**config.mk**
```make
export PLATFORM = sky130hd
export DESIGN_NAME = axi_rd_responder
export DESIGN_NICKNAME = d
export VERILOG_FILES = /design/src/rtl/axi_rd_responder_pkg.sv /design/src/rtl/axi_rd_responder_req_fifo.sv /design/src/rtl/axi_rd_responder.sv
export SDC_FILE = /design/constraint.sdc
export NUM_CORES = 1
export LEC_CHECK = 0
export CORE_MARGIN = 2
export CORE_UTILIZATION = 63
export DETAILED_ROUTE_END_ITERATION = 8
export DONT_BUFFER_PORTS = 1
export PLACE_DENSITY = 0.76
export SLEW_MARGIN = 15
export SYNTH_ARGS = -nofsm -noshare
export SYNTH_HDL_FRONTEND = slang
export SYNTH_HIERARCHICAL = 1
export SYNTH_SLANG_ARGS = --single-unit
```
**constraint.sdc**
```tcl
create_clock -name clk -period 3.55 [get_ports clk]
set_clock_uncertainty 0.1 [all_clocks]
set_input_delay 1.065 -clock clk [delete_from_list [all_inputs] [get_ports clk]]
set_output_delay 1.065 -clock clk [all_outputs]
set_load 0.1 [all_outputs]
```
**src/rtl/axi_rd_responder_pkg.sv**
```systemverilog
// rtl/axi_rd_responder_pkg.sv - shared AXI read-responder constants and FSM state type
package axi_rd_responder_pkg;

   localparam logic [1:0] AXI_BURST_FIXED = 2'b00;
   localparam logic [1:0] AXI_BURST_INCR  = 2'b01;
   localparam logic [1:0] AXI_RESP_OKAY   = 2'b00;
   localparam logic [1:0] AXI_RESP_SLVERR = 2'b10;
   localparam int         AXI_ID_W        = 4;

   typedef enum logic [1:0] {
      ST_IDLE  = 2'd0,
      ST_FETCH = 2'd1,
      ST_SEND  = 2'd2
   } rd_state_t;

endpackage

```
**src/rtl/axi_rd_responder_req_fifo.sv**
```systemverilog
// rtl/axi_rd_responder_req_fifo.sv - synchronous AR request FIFO, pointers carry a wrap bit
module axi_rd_req_fifo #(
   parameter int WIDTH = 8,
   parameter int DEPTH = 4
) (
   input  logic                   clk,
   input  logic                   resetn,
   input  logic                   push,
   input  logic [WIDTH-1:0]       data,
   input  logic                   pop,
   output logic [WIDTH-1:0]       head,
   output logic                   full,
   output logic                   empty,
   output logic [$clog2(DEPTH):0] count
);
   localparam int PW = $clog2(DEPTH);

   logic [WIDTH-1:0] slots [DEPTH];
   logic [PW:0]      wr_ptr;
   logic [PW:0]      rd_ptr;
   logic             push_ok;
   logic             pop_ok;

   assign empty   = (wr_ptr == rd_ptr);
   assign full    = (wr_ptr[PW] != rd_ptr[PW]) && (wr_ptr[PW-1:0] == rd_ptr[PW-1:0]);
   assign count   = wr_ptr - rd_ptr;
   assign head    = slots[rd_ptr[PW-1:0]];
   assign push_ok = push && !full;
   assign pop_ok  = pop && !empty;

   always_ff @(posedge clk) begin
      if (push_ok) slots[wr_ptr[PW-1:0]] <= data;
   end

   always_ff @(posedge clk) begin
      if (!resetn) begin
         wr_ptr <= '0;
         rd_ptr <= '0;
      end else begin
         if (push_ok) wr_ptr <= wr_ptr + 1'b1;
         if (pop_ok)  rd_ptr <= rd_ptr + 1'b1;
      end
   end

endmodule

```
**src/rtl/axi_rd_responder.sv**
```systemverilog
// rtl/axi_rd_responder.sv - in-order AXI3 read-burst slave over a synchronous word RAM
// Define AXI_RD_RSP_STALL_EN to insert LFSR-driven FETCH stalls (rvalid bubbles).
module axi_rd_responder
   import axi_rd_responder_pkg::*;
#(
   parameter int FIFO_DEPTH = 4,
   parameter int MEM_AW     = 12,
   parameter int ID_W       = AXI_ID_W
) (
   input  logic              clk,
   input  logic              resetn,
   input  logic [ID_W-1:0]   arid,
   input  logic [31:0]       araddr,
   input  logic [3:0]        arlen,
   input  logic [1:0]        arburst,
   input  logic              arvalid,
   output logic              arready,
   output logic [ID_W-1:0]   rid,
   output logic [31:0]       rdata,
   output logic [1:0]        rresp,
   output logic              rlast,
   output logic              rvalid,
   input  logic              rready,
   output logic              mem_en,
   output logic [MEM_AW-1:0] mem_addr,
   input  logic [31:0]       mem_rdata
);
   localparam int EW = ID_W + MEM_AW + 6;
   localparam int CW = $clog2(FIFO_DEPTH) + 1;

   rd_state_t         state, state_nx;
   logic [EW-1:0]     push_data, head;
   logic              full, empty, push, pop, stall;
   logic [CW-1:0]     fifo_count;
   logic [ID_W-1:0]   h_id;
   logic [MEM_AW-1:0] h_addr, cur_addr;
   logic [3:0]        h_len, beat_cnt;
   logic              h_fixed, h_err;
   logic              fresh, capture;
   logic [31:0]       rdata_q;
   logic              unused_addr_bits;

   assign unused_addr_bits = ^araddr[31:MEM_AW+2];
   assign push_data = {arid, araddr[MEM_AW+1:2], arlen,
                       arburst == AXI_BURST_FIXED, araddr[1:0] != 2'b00};
   assign {h_id, h_addr, h_len, h_fixed, h_err} = head;

   assign arready = resetn && !full;
   assign push    = arvalid && arready;
   assign pop     = (state == ST_SEND) && rvalid && rready && rlast;

   axi_rd_req_fifo #(.WIDTH(EW), .DEPTH(FIFO_DEPTH)) u_req_fifo (
      .clk    (clk),
      .resetn (resetn),
      .push   (push),
      .data   (push_data),
      .pop    (pop),
      .head   (head),
      .full   (full),
      .empty  (empty),
      .count  (fifo_count)
   );

`ifdef AXI_RD_RSP_STALL_EN
   logic [15:0] lfsr;
   always_ff @(posedge clk) begin
      if (!resetn) lfsr <= 16'hACE1;
      else         lfsr <= {lfsr[0] ^ lfsr[2] ^ lfsr[3] ^ lfsr[5], lfsr[15:1]};
   end
   assign stall = lfsr[0];
`else
   assign stall = 1'b0;
`endif

   // The head entry stays in the FIFO until its last beat; 'fresh' means cur_addr must come from it.
   assign mem_en   = (state == ST_FETCH);
   assign mem_addr = fresh ? h_addr : cur_addr;
   assign rdata    = capture ? (h_err ? 32'h0 : mem_rdata) : rdata_q;

   always_comb begin
      state_nx = state;
      case (state)
         ST_IDLE:  if (!empty) state_nx = ST_FETCH;
         ST_FETCH: if (!stall) state_nx = ST_SEND;
         ST_SEND: begin
            if (rready) begin
               if (!rlast || fifo_count != CW'(1) || push) state_nx = ST_FETCH;
               else                                        state_nx = ST_IDLE;
            end
         end
         default:  state_nx = ST_IDLE;
      endcase
   end

   always_ff @(posedge clk) begin
      if (!resetn) begin
         state    <= ST_IDLE;
         cur_addr <= '0;
         beat_cnt <= '0;
         fresh    <= 1'b0;
         capture  <= 1'b0;
         rdata_q  <= '0;
         rvalid   <= 1'b0;
         rid      <= '0;
         rresp    <= AXI_RESP_OKAY;
         rlast    <= 1'b0;
      end else begin
         state <= state_nx;
         if (state == ST_IDLE && !empty) begin
            fresh    <= 1'b1;
            beat_cnt <= '0;
         end
         if (state == ST_FETCH) begin
            fresh <= 1'b0;
            if (fresh) cur_addr <= h_addr;
            if (!stall) begin
               rvalid  <= 1'b1;
               capture <= 1'b1;
               rid     <= h_id;
               rresp   <= h_err ? AXI_RESP_SLVERR : AXI_RESP_OKAY;
               rlast   <= (beat_cnt == h_len);
            end
         end
         if (state == ST_SEND) begin
            capture <= 1'b0;
            if (capture) rdata_q <= h_err ? 32'h0 : mem_rdata;
            if (rready) begin
               rvalid <= 1'b0;
               if (!rlast) begin
                  beat_cnt <= beat_cnt + 4'd1;
                  cur_addr <= cur_addr + MEM_AW'(h_fixed ? 0 : 1);
               end else begin
                  fresh    <= 1'b1;
                  beat_cnt <= '0;
               end
            end
         end
      end
   end

endmodule

```
==> reports/metrics.yaml <==
finish:
  utilization_pct: 76.64
  antenna_cells: 0
  layout-drive-gt1-share_pct: 22.37
  nFillCells: 658
  area_growth_pct: 20.11
  finalNetCount: 675
  final_area_sq_um: 8235
worst_setup_path:
  required_ns: 2.38
  path_cells: "buf_6 > mux4_1 > mux2_4"
  critPathSlowestCell: "mux4_1"
  worstPathArrival_ns: 2.34
  crit_family: "multiplexers"
  worst_setup_path_end_kind: "output pin"
  cp-start-kind: "flop"
  critPathMaxFanout: 21
  path_buf_inv: 1
  slowest_delay_ns: 0.66
  critical_path_class: "flop to output pin"
global_route:
  grt_antenna_before_repair: 0
  grt_max_degree: 34
  track_usage_pct: 27.37
  overflow: 0
  grt_pass1_wl_mm: 23.91
  grt_pass1_vias: 4765
power_and_ir_drop:
  p_total_uw: 4470
  p_per_area_nw_per_um2: 542.8
  p_leak_uw: 0.002874
  irDropWorstVdd_uv: 503.4
clock_network:
  insertion_delay_ns: 0.54
  cts_setup_buffers: 0
  htree_levels: 4
  cts_buffer_depth: 2
  clockRootBuffer: "clkbuf_8"
  clk_pin_slew_ns: 0.06
  cts.sinks: 155
  numCtsBuffers: 17
  cts_hold_buf: 0
  cts_tree: "done"
yosys:
  mappedNetlistNets: 657
  ys_seq_area_share_pct: 58.10
  synth.top_cells.by_area: "edfxtp_1 (39%), dfxtp_1 (20%), mux4_1 (5.4%)"
  synth_top_area_share_pct: 38.54
  synth_top_area_cell: "edfxtp_1"
  yosysWarnings: 6
  synth_edf_count: 88
  synth_seq_cells: 155
  synth-main-ff-cell: "edfxtp_1"
  synth.distinct_cells: 53
  syn_inst: 568
  synthArstFlopShare_pct: 0
  syn_area_per_cell_sq_um: 12.07
  syn_area_sq_um: 6857
drt:
  drtIter0Drc: 365
  num_vias: 4648
  wl_mm: 15.00
  ant_nets: 0
  drc: 0
  wire_per_inst_um: 20.29
  avgViaCountPerCell: 6.290
  firstDrtPassIters: 5
timing:
  rsz0062_at_grt: "true"
  drv_slew: 0
  slew-limit-headroom_pct: 22.88
  setup-tns-final_ns: 0
  clock.fmax_mhz: 285.6
  hold_viol: 0
  hold_slack_ns: 0.3764
  worstMarginPinSlew_ns: 1.157
  fin_crit_sh_pct: 98.64
  fin_crit_ns: 3.502
  finalSetupViolCount: 0
floorplan:
  dieWidth_um: 108.3
  placementRows: 38
  start_util_pct: 63.81
  core_sq_um: 10750
  die_h_um: 108.3
  die-area_sq_um: 11730
  ioPinCount: 132
run_status:
  status: "finished clean"
placement:
  numPortBuffers: 0
  dpl_cell_area_sq_um: 7457
  gp_congestion: 0.8163
  dp_hpwl_mm: 8.972
worst_hold_path:
  hp-class: "flop to flop"
  hp-start: "rdata_q[8]"
flow_run:
  maxCapViolations: 0
[cell usage after synthesis, drive strengths merged, types with 4 or more instances]
cell    number
a21oi       21
clkbuf      15
nand3b       6
nor2        23
nand4        8
a22o        32
dfxtp       67
buf         20
nand2       65
nand2b       5
o21ai       45
and2         9
mux2        14
ha          10
nand3       14
xnor2        4
mux4        22
xor2         4
and3         5
nor2b        5
inv         45
edfxtp      88
a31oi        6
[cells in the final DEF, fill, tap and decap left out, drive strengths merged, types with 3 or more instances in the layout]
cell type and instances:
clkbuf 17, nand3 14, mux4 22, xnor2 4, and2 9, nor2 23
and3 5, a22o 32, edfxtp 88, or3 3, nand2b 5, clkinv 6
xor2 4, clkinvlp 4, buf 34, inv 46, nand3b 6, dfxtp 67
o21ai 45, bufinv 4, a31oi 6, nand2 65, ha 10, nor2b 5
nand4b 3, mux2 14, nand4 8, a21oi 21
[kinds of logic after synthesis]
group	count (synthesis)	share of synthesized area [%]
and+or+nand+nor	156	11.37
DFF	155	58.10
AOI/OAI and AO/OA	119	11.55
buffers and inverters	80	5.201
muxes	38	10.58
adders and majority gates	11	2.117
xor gates and xnor gates	8	1.022
other	1	0.05469
[where the power goes]
part,internal (uW),switching (uW),leakage [uW]
Combinational,142,419,0.00125
Clock,1140,710,0.000288
Sequential,1950,111,0.00134
Total,3230,1240,0.00287
[stage by stage]
stage	instances	setup WS [ns]
CTS	739	0.003791
global route	739	-0.01755
floorplan	568	-0.3273
global placement	707	0.4987
finish	739	0.04831
detailed placement	707	0.4197
[what timing repair did]
action | 4_1_cts | 5_1_grt
endpoints found under the setup margin | 43 | 36
resized for setup | 23 | 7
gates cloned | 0 | 0
[layer usage]
layer	track usage (%)	up-vias	part of all wire, %
met5	0	-	0
met4	13.55	0	3.1
met3	9.464	35	8.2
met2	47.04	189	51
met1	30.30	2308	37
li1	-	2116	-
[sequential cells by signal (all words and copies together) (netlist names), named ones only]
| register | cells |
|---|---|
| beat_cnt | 4 |
| capture | 1 |
| cur_addr | 12 |
| fresh | 1 |
| rdata_q | 32 |
| rid | 4 |
| rlast | 1 |
| rresp | 1 |
| rvalid | 1 |
| state | 2 |
| u_req_fifo/rd_ptr | 3 |
| u_req_fifo/slots | 88 |
| u_req_fifo/wr_ptr | 3 |
[cell type report]
type | count | area, sq um | area share [%]
repair buffers | 34 | 484.2 | 5.880
multi-input cells | 333 | 2806 | 34.08
clock inverters | 15 | 198.9 | 2.416
inverters | 45 | 168.9 | 2.051
well taps | 140 | 175.2 | 2.127
flip-flops and latches | 155 | 3988 | 48.42
clock buffers | 17 | 414.1 | 5.029
[path summary, 6_finish.rpt]
kind         depth (start not counted)  slack (ns)           to
max                                  3        0.05  mem_addr[1]
min                                  1        0.38   rdata_q[8]
max reg2reg                          9        0.77  cur_addr[8]
min reg2reg                          1        0.38   rdata_q[8]
Power figures use the tool's default switching activity.
